**src/rtl/scan_shift_engine.sv**
```systemverilog
// -----------------------------------------------------------------------------
// scan_shift_engine
//
// Moves snapshot words from a memory-read stream into a serial scan chain and
// collects the bits shifted out of the chain into words on a memory-write
// stream. A single start request shifts `length` chain bits. Each input word
// feeds up to DATA_W shifts, and each output word holds the bits captured
// during those shifts.
//
// Parameters
//   DATA_W  word width of both streams (default 32)
//   LEN_W   width of the chain-length field (default 16)
//
// Ports
//   aclk            clock, rising edge
//   aresetn         asynchronous reset, active-high
//   start, length   begin an operation of `length` bits (ignored unless idle)
//   busy, done      operation in progress / one-cycle completion pulse
//   s_data/valid/ready   words to inject into the chain
//   m_data/valid/ready   captured words from the chain
//   scan_enable     chain in scan mode (equals busy)
//   scan_ck_enable  shift strobe, high only while shifting
//   scan_input      serial data into the chain
//   scan_output     serial data out of the chain
//
// Build option
//   SCAN_MSB_FIRST_EN  when defined, bits go out MSB-first and captured bits
//                      fill from bit DATA_W-1 downward. Default is LSB-first.
// -----------------------------------------------------------------------------
module scan_shift_engine #(
  parameter int DATA_W = 32,
  parameter int LEN_W  = 16
) (
  input  logic              aclk,
  input  logic              aresetn,
  input  logic              start,
  input  logic [LEN_W-1:0]  length,
  output logic              busy,
  output logic              done,
  input  logic [DATA_W-1:0] s_data,
  input  logic              s_valid,
  output logic              s_ready,
  output logic [DATA_W-1:0] m_data,
  output logic              m_valid,
  input  logic              m_ready,
  output logic              scan_enable,
  output logic              scan_ck_enable,
  output logic              scan_input,
  input  logic              scan_output
);

  localparam int IDX_W = (DATA_W > 1) ? $clog2(DATA_W) : 1;

  typedef enum logic [2:0] {
    IDLE,
    LOAD,
    SHIFT,
    FLUSH,
    DONE
  } state_t;

  state_t             state;
  logic [LEN_W-1:0]   remaining;
  logic [IDX_W-1:0]   bit_idx;
  logic [DATA_W-1:0]  shift_reg;
  logic [DATA_W-1:0]  capture;
  logic [IDX_W-1:0]   cap_pos;
  logic               last_bit;

`ifdef SCAN_MSB_FIRST_EN
  assign scan_input = shift_reg[DATA_W-1];
  assign cap_pos    = IDX_W'(DATA_W - 1) - bit_idx;
`else
  assign scan_input = shift_reg[0];
  assign cap_pos    = bit_idx;
`endif

  // The current shift is the last one for this word either when the word is
  // full or when it consumes the final chain bit of the operation.
  assign last_bit = (bit_idx == IDX_W'(DATA_W - 1)) || (remaining == LEN_W'(1));

  // All outputs decode only from registers, so no input reaches an output
  // combinationally. Reset clears every register, which drives them all to 0.
  assign busy           = (state == LOAD) || (state == SHIFT) || (state == FLUSH);
  assign scan_enable    = busy;
  assign done           = (state == DONE);
  assign s_ready        = (state == LOAD);
  assign m_valid        = (state == FLUSH);
  assign scan_ck_enable = (state == SHIFT);
  assign m_data         = capture;

  // NOTE: sequential state uses non-blocking assignments so every register
  // samples pre-edge values, independent of statement order.
  // NOTE: the data registers are reset along with the control state so that a
  // reset mid-operation leaves no partial word visible on m_data or scan_input.
  always_ff @(posedge aclk or posedge aresetn) begin
    if (aresetn) begin
      state     <= IDLE;
      remaining <= '0;
      bit_idx   <= '0;
      shift_reg <= '0;
      capture   <= '0;
    end else begin
      case (state)
        IDLE: begin
          if (start) begin
            if (length != '0) begin
              remaining <= length;
              state     <= LOAD;
            end else begin
              state <= DONE;
            end
          end
        end

        LOAD: begin
          if (s_valid) begin
            shift_reg <= s_data;
            capture   <= '0;
            bit_idx   <= '0;
            state     <= SHIFT;
          end
        end

        SHIFT: begin
          // scan_output is sampled on the same edge that strobes the chain.
          capture[cap_pos] <= scan_output;
`ifdef SCAN_MSB_FIRST_EN
          shift_reg <= shift_reg << 1;
`else
          shift_reg <= shift_reg >> 1;
`endif
          remaining <= remaining - LEN_W'(1);
          bit_idx   <= bit_idx + IDX_W'(1);
          if (last_bit) begin
            state <= FLUSH;
          end
        end

        FLUSH: begin
          if (m_ready) begin
            state <= (remaining != '0) ? LOAD : DONE;
          end
        end

        DONE: begin
          state <= IDLE;
        end

        default: begin
          state <= IDLE;
        end
      endcase
    end
  end

endmodule

```
**config.mk**
```make
export PLATFORM = sky130hd
export DESIGN_NAME = scan_shift_engine
export DESIGN_NICKNAME = d
export VERILOG_FILES = /design/src/rtl/scan_shift_engine.sv
export SDC_FILE = /design/constraint.sdc
export NUM_CORES = 1
export LEC_CHECK = 0
export BUFFER_PORTS_ARGS = -buffer_cell sky130_fd_sc_hd__clkbuf_2
export CORE_MARGIN = 1.5
export CORE_UTILIZATION = 59
export CTS_CLUSTER_SIZE = 24
export DETAILED_ROUTE_END_ITERATION = 12
export PLACE_DENSITY = 0.85
export SYNTH_ARGS = -nofsm -noshare
export SYNTH_HDL_FRONTEND = slang
export SYNTH_SLANG_ARGS = --single-unit
export TNS_END_PERCENT = 1
```
**constraint.sdc**
```tcl
create_clock -name aclk -period 6.3 [get_ports aclk]
set_input_delay 0 -clock aclk [delete_from_list [all_inputs] [get_ports aclk]]
set_output_delay 0 -clock aclk [all_outputs]
set_load 0.05 [all_outputs]
```
==> results of run 1 <==
[power by group through the flow]
stage	clock [mW]	combinational, mW	sequential [mW]
2_1_floorplan	0	0.840	0.913
3_3_place_gp	0	0.969	0.917
3_5_place_dp	0	1.01	0.931
4_1_cts	0.438	1.03	0.919
5_1_grt	0.462	1.17	0.956
6_report	0.433	1.05	0.933
[layout make-up]
class | instances | area, µm² | area share (%)
clock buffers | 10 | 128 | 2.24
multi-input cells | 365 | 2200 | 38.5
clock inverters | 6 | 92.6 | 1.62
repair buffers | 140 | 936 | 16.4
inverters | 6 | 23.8 | 0.416
well taps | 102 | 128 | 2.24
flip-flops and latches | 88 | 2200 | 38.6
[metrics by stage]
step | hold WS [ps] | cells
CTS | 4.81 | 717
global placement | 246 | 655
floorplan | 137 | 496
global route | 34.9 | 717
finish | -68.5 | 717
detailed placement | 252 | 655
[kinds of logic (layout without fill, tap and decap cells)]
group / Yosys count / count (layout) / synth area share (%)
simple gates: 128 / 128 / 14.6
compound gates: 195 / 195 / 23.5
fa+ha+maj: 8 / 8 / 2.17
buf+inv: 43 / 162 / 4.69
flops: 88 / 88 / 47.7
xor+xnor: 1 / 1 / 0.190
mux: 33 / 33 / 7.16
[cell usage after synthesis, drive strengths merged]
cell     instances  area share (%)
o21ai          117              13
and3             4            0.54
a211oi           2            0.33
buf             23             3.1
a311oi           1            0.19
nor2b            2            0.27
o31a             1            0.19
and3b            2            0.38
nor3             9            0.98
a31oi            4            0.54
a22oi            4            0.65
a21oi           50             5.5
nand2           49             4.0
xor2             1            0.19
nand3           11             1.4
inv              6            0.49
a41oi            2            0.38
nand4            1            0.14
or4              3            0.65
o2bb2ai          1            0.19
or2              1            0.14
a32oi            1            0.19
nor4b            1            0.33
nor2            27             2.7
o221a            1            0.24
o41a             1            0.24
a2bb2oi          2            0.38
nor4             5            0.95
and2             5            0.68
a22o             2            0.38
clkbuf          14             1.1
o22ai            2            0.27
nand2b           4            0.54
or3              1            0.14
mux2i           33             7.2
ha               8             2.2
o32ai            2            0.38
nor3b            3            0.70
dfrtp           88              48
o31ai            1            0.16
o221ai           1            0.57
[worst max-delay path, delay by kind of cell, from the launching register on]
kind / cells / cell delay, ps
buf+inv: 2 / 840
compound gates: 2 / 360
flops: 1 / 560
simple gates: 3 / 1610
[worst min path at each step]
stage	depth (start not counted)	endpoint	start
final	3	m_data[17]	aresetn
after global routing	3	remaining[9]	length[9]
after CTS	3	remaining[4]	length[4]
after detailed placement	3	remaining[12]	length[12]
after global placement	3	remaining[12]	length[12]
after floorplan	2	remaining[12]	length[12]
[metal layers]
layer / track usage (%) / vias to the layer above / routed length [µm]
met5: 0 / - / 0
met4: 13.3 / 0 / 272
met3: 5.44 / 25 / 705
met2: 49.4 / 181 / 5990
met1: 38.5 / 2063 / 5090
li1: - / 2020 / -
[cells in the final DEF, fill, tap and decap left out, types with 3 or more instances in the layout]
cell type and instances:
o21ai_0 15, nand2b_1 4, and2_1 4, mux2i_1 33, and3_1 4, clkbuf_2 92
dfrtp_1 88, o21ai_1 102, inv_1 4, clkbuf_8 9, nand2_1 48, a31oi_1 4
a22oi_1 4, nand3_1 9, nor2_4 3, nor2_1 23, nor4_1 3, nor3_1 9
ha_1 8, dlygate4sd3_1 46, a21oi_1 49
==> reports/results.tsv, run 1 <==
metric	value	unit
pwr-share-comb	43.6	%
clock_sinks	88	
irDropWorstVdd	276	µV
fin_crit_sh	55.2	%
ctsLongestPathBuffers	2	
crit_end	m_data[29]	
avgSynthCellArea	9.31	µm²
path_max_fanout	71	
drive_above_1_share	21.0	%
floorplan.rows	32	
die_x	91.5	µm
start_util	60.4	%
r2r_end	m_data[29]	
max_freq	0.287	GHz
layout_min_cycle_time	3480	ps
violations	negative hold slack	
root_buffer	clkbuf_8	
synth.net_count	558	
drtIter0Drc	313	
startpoint	state[2]	
dp_hpwl	7220	µm
drc	0	
crit_path_frequent_cell	nor2_4	
hold_viol	31	
antenna_found_initial	0	
gp_congestion	0.886	
final_cell_area	5710	µm²
crit_path_end_kind	flop	
p_seq_share	38.6	%
drv_cap	0	
hold_slack	-68.5	ps
cts_htree_levels	3	
worst_setup_path_start_kind	flop	
die_area	8360	µm²
ys_warn_count	0	
fin_util	74.6	%
core_area	7650	µm²
grt_remaining_overflow	0	
placed_area	5030	µm²
diodes	0	
fin_skew	14.2	ps
die_h	91.5	µm
drv_slew	0	
min_path_type	in2async	
clock_power_share	17.9	%
numCtsBuffers	9	
grt_pass1_wl	20000	µm
syn_inst	496	
grtUsageTotal	29.9	%
final-setup-viol-count	0	
ys_ff_latch	88	
clk_pin_slew	90	ps
powerDensity	424	nW/µm²
ioPinCount	93	
synth_area	4620	µm²
rr_worst_depth	7	
tightest_slew	1120	ps
p_int	1.34	mW
cts_hold_buf	46	
slew_headroom	25.6	%
ys_seq_area_share	47.7	%
cts_setup_buffers	0	
drt-vias-per-instance	5.98	
tns	0	ps
syn_to_final_growth	23.7	%
vias	4289	
crit_path_max_incr_delay	800	ps
clk-insertion-delay-late	360	ps
cts_resized	0	
layout.nets	672	
fin_ws	2820	ps
cts_tree	done	
critical_path_class	reg2reg	
p_sw_share	44.8	%
routed_wirelength	12100	µm
fillers	523	
io_buffers	92	
power_switching	1.08	mW
arrival	3750	ps
ant_nets	0	
r2r_slack	2820	ps
drtPass1Iterations	6	
rr_startpoint	state[2]	
synth_cell_types	54	
leakagePower	2.53	nW
grt_pass1_vias	4222	
place_ws	3000	ps
path_cells	nor2_4 > nand2_2 > inv_2 > buf_4 > nor2_4 > o21ai_0 > o21ai_1	
grt_setup_unrepaired	false	
wl_per_cell	16.8	µm
cpMaxStageDelayCell	nand2_2	
total_power	2.42	mW
crit_required	6570	ps
status	finished, violations left	
grt_max_degree	89	
Note: power is estimated with default switching activity, not from simulation.
==> run 2: changes to the inputs <==
CORE_UTILIZATION = 50   (was 59)
PLACE_DENSITY = 0.77   (was 0.85)
clock period = 3.2 ns   (was 6.3 ns; I/O delays follow)
==> run 2 against run 1 <==
Against the previous run:
- the run now ends clean
- first-iteration DRC count up 13%
- highest routed layer unchanged
- cell count grew 1.5%
- hold slack better by 90 ps
- non-clock buffer count increased by 5
- global-route usage is 5.1 points lower
- via count is 2.1% lower
- combinational power is 95% higher
- cell area increased by 0.46%
- critical path type is now reg2out
- die area is 17% higher
- critical path depth down 2
- largest cell class unchanged
==> reports/results.tsv, run 2 (same netlist as run 1, synthesis figures left out) <==
metric	value	unit	change
status	completed		was finished, violations left
start_util	52.2	%	was 60.4%
drtPass1Iterations	5		was 6
syn_to_final_growth	24.2	%	was 23.7%
layout.nets	677		was 672
hold_viol	0		was 31
cts_resized	0		unchanged
drc	0		unchanged
routed_wirelength	11900	µm	was 12100 µm
grtUsageTotal	24.8	%	was 29.9%
grt_remaining_overflow	0		unchanged
p_seq_share	39.1	%	was 38.6%
drv_cap	0		unchanged
gp_congestion	0.806		was 0.886
final-setup-viol-count	0		unchanged
ant_nets	0		unchanged
p_int	2.56	mW	was 1.34 mW
layout_min_cycle_time	2300	ps	
drv_slew	0		unchanged
slew_headroom	43.7	%	was 25.6%
vias	4201		was 4289
power_switching	2.09	mW	was 1.08 mW
dp.cells	664		was 655
clk_pin_slew	90	ps	about the same
fin_skew	14.3	ps	was 14.2 ps
die_h	99.1	µm	was 91.5 µm
grt_pass1_wl	19600	µm	was 20000 µm
layout_common_cells	o21ai_1, clkbuf_2, dfrtp_1		unchanged
diodes	0		unchanged
wl_per_cell	16.3	µm	was 16.8 µm
ioPinCount	93		unchanged
tns	0	ps	unchanged
leakagePower	2.54	nW	was 2.53 nW
crit_path_end_kind	primary output		was flop
powerDensity	811	nW/µm²	was 424 nW/µm²
drive_above_1_share	21.3	%	was 21.0%
fin_crit_sh	71.9	%	
p_sw_share	45.0	%	was 44.8%
arrival	2300	ps	was 3750 ps
antenna_found_initial	0		unchanged
io_buffers	92		unchanged
drtIter0Drc	353		was 313
crit_required	3200	ps	was 6570 ps
ctsLongestPathBuffers	2		unchanged
grt_max_degree	67		was 89
drt-vias-per-instance	5.77		was 5.98
cts_htree_levels	3		unchanged
cts_tree	done		unchanged
clock_power_share	16.7	%	was 17.9%
tightest_slew	845	ps	was 1120 ps
numCtsBuffers	9		unchanged
core_area	8850	µm²	was 7650 µm²
die_area	9820	µm²	was 8360 µm²
root_buffer	clkbuf_8		unchanged
final_common_cell	o21ai_1		unchanged
irDropWorstVdd	455	µV	was 276 µV
grt_setup_unrepaired	false		unchanged
grt_pass1_vias	4097		was 4222
final_cell_count_no_fill	728		was 717
clk-insertion-delay-late	350	ps	was 360 ps
path_max_fanout	33		was 71
fillers	734		was 523
max_freq	0.434	GHz	
min_path_type	in2reg		was in2async
clock_sinks	88		unchanged
critical_path_class	reg2out		was reg2reg
pwr-share-comb	44.1	%	was 43.6%
die_x	99.1	µm	was 91.5 µm
hold_slack	21.9	ps	was -68.5 ps
worst_setup_path_start_kind	flop		unchanged
floorplan.rows	34		was 32
dp_hpwl	7430	µm	was 7220 µm
## run 2: worst paths after layout
kind                               startpoint        endpoint  slack, ps  cells past startpoint
worst max register to register       state[1]    shift_reg[9]       1050                      5
worst min-delay path               length[15]   remaining[15]         20                      3
worst max-delay path                 state[2]  scan_ck_enable        900                      5
max in group asynchronous             aresetn   remaining[11]       1890                      4
worst min register to register  shift_reg[26]   shift_reg[25]        490                      2
min in group asynchronous             aresetn    shift_reg[0]        140                      3
## run 2: what timing repair did
action / CTS / global route
hold buffers: 48 / 0
endpoints found under the hold margin: 69 / 0
setup buffers: 0 / 0
## run 2: final cells by class
| class | count | area (µm²) | area share (%) |
|---|---|---|---|
| repair buffers | 145 | 978 | 17.1 |
| inverters | 6 | 23.8 | 0.415 |
| clock inverters | 6 | 68.8 | 1.20 |
| flip-flops and latches | 88 | 2200 | 38.4 |
| clock buffers | 10 | 128 | 2.23 |
| multi-input cells | 365 | 2200 | 38.3 |
| well taps | 108 | 135 | 2.36 |
## run 2: per-layer routing
| metal | global-route usage (%) | up-vias | part of all wire [%] |
|---|---|---|---|
| met4 | 9.32 | 0 | 2.1 |
| met1 | 34.3 | 2014 | 45 |
| met3 | 2.55 | 24 | 4.7 |
| met5 | 0 | - | 0 |
| met2 | 40.9 | 139 | 49 |
| li1 | - | 2024 | - |
## run 2: per-stage QoR
step	util, %	power [mW]	setup slack [ps]	instance area, µm²
final	64.8	4.65	898	5730
after global routing	64.8	5.00	753	5730
after CTS	64.8	4.65	866	5730
after detailed placement	57.2	3.82	1070	5060
after global placement	57.2	3.73	1170	5060
after floorplan	-	3.45	921	4620
## run 2: critical path, stage by stage (launching register included)
cell      delay, ps
dfrtp_1         520
nor2_4          190
nand2_2          80
inv_2           420
buf_4           400
clkbuf_2        340
## run 2: power by group through the flow
stage | clock [mW] | sequential (mW) | combinational [mW]
floorplan | 0 | 1.80 | 1.65
global placement | 0 | 1.81 | 1.93
detailed placement | 0 | 1.83 | 1.99
CTS | 0.797 | 1.81 | 2.04
global route | 0.840 | 1.87 | 2.29
finish | 0.778 | 1.82 | 2.05
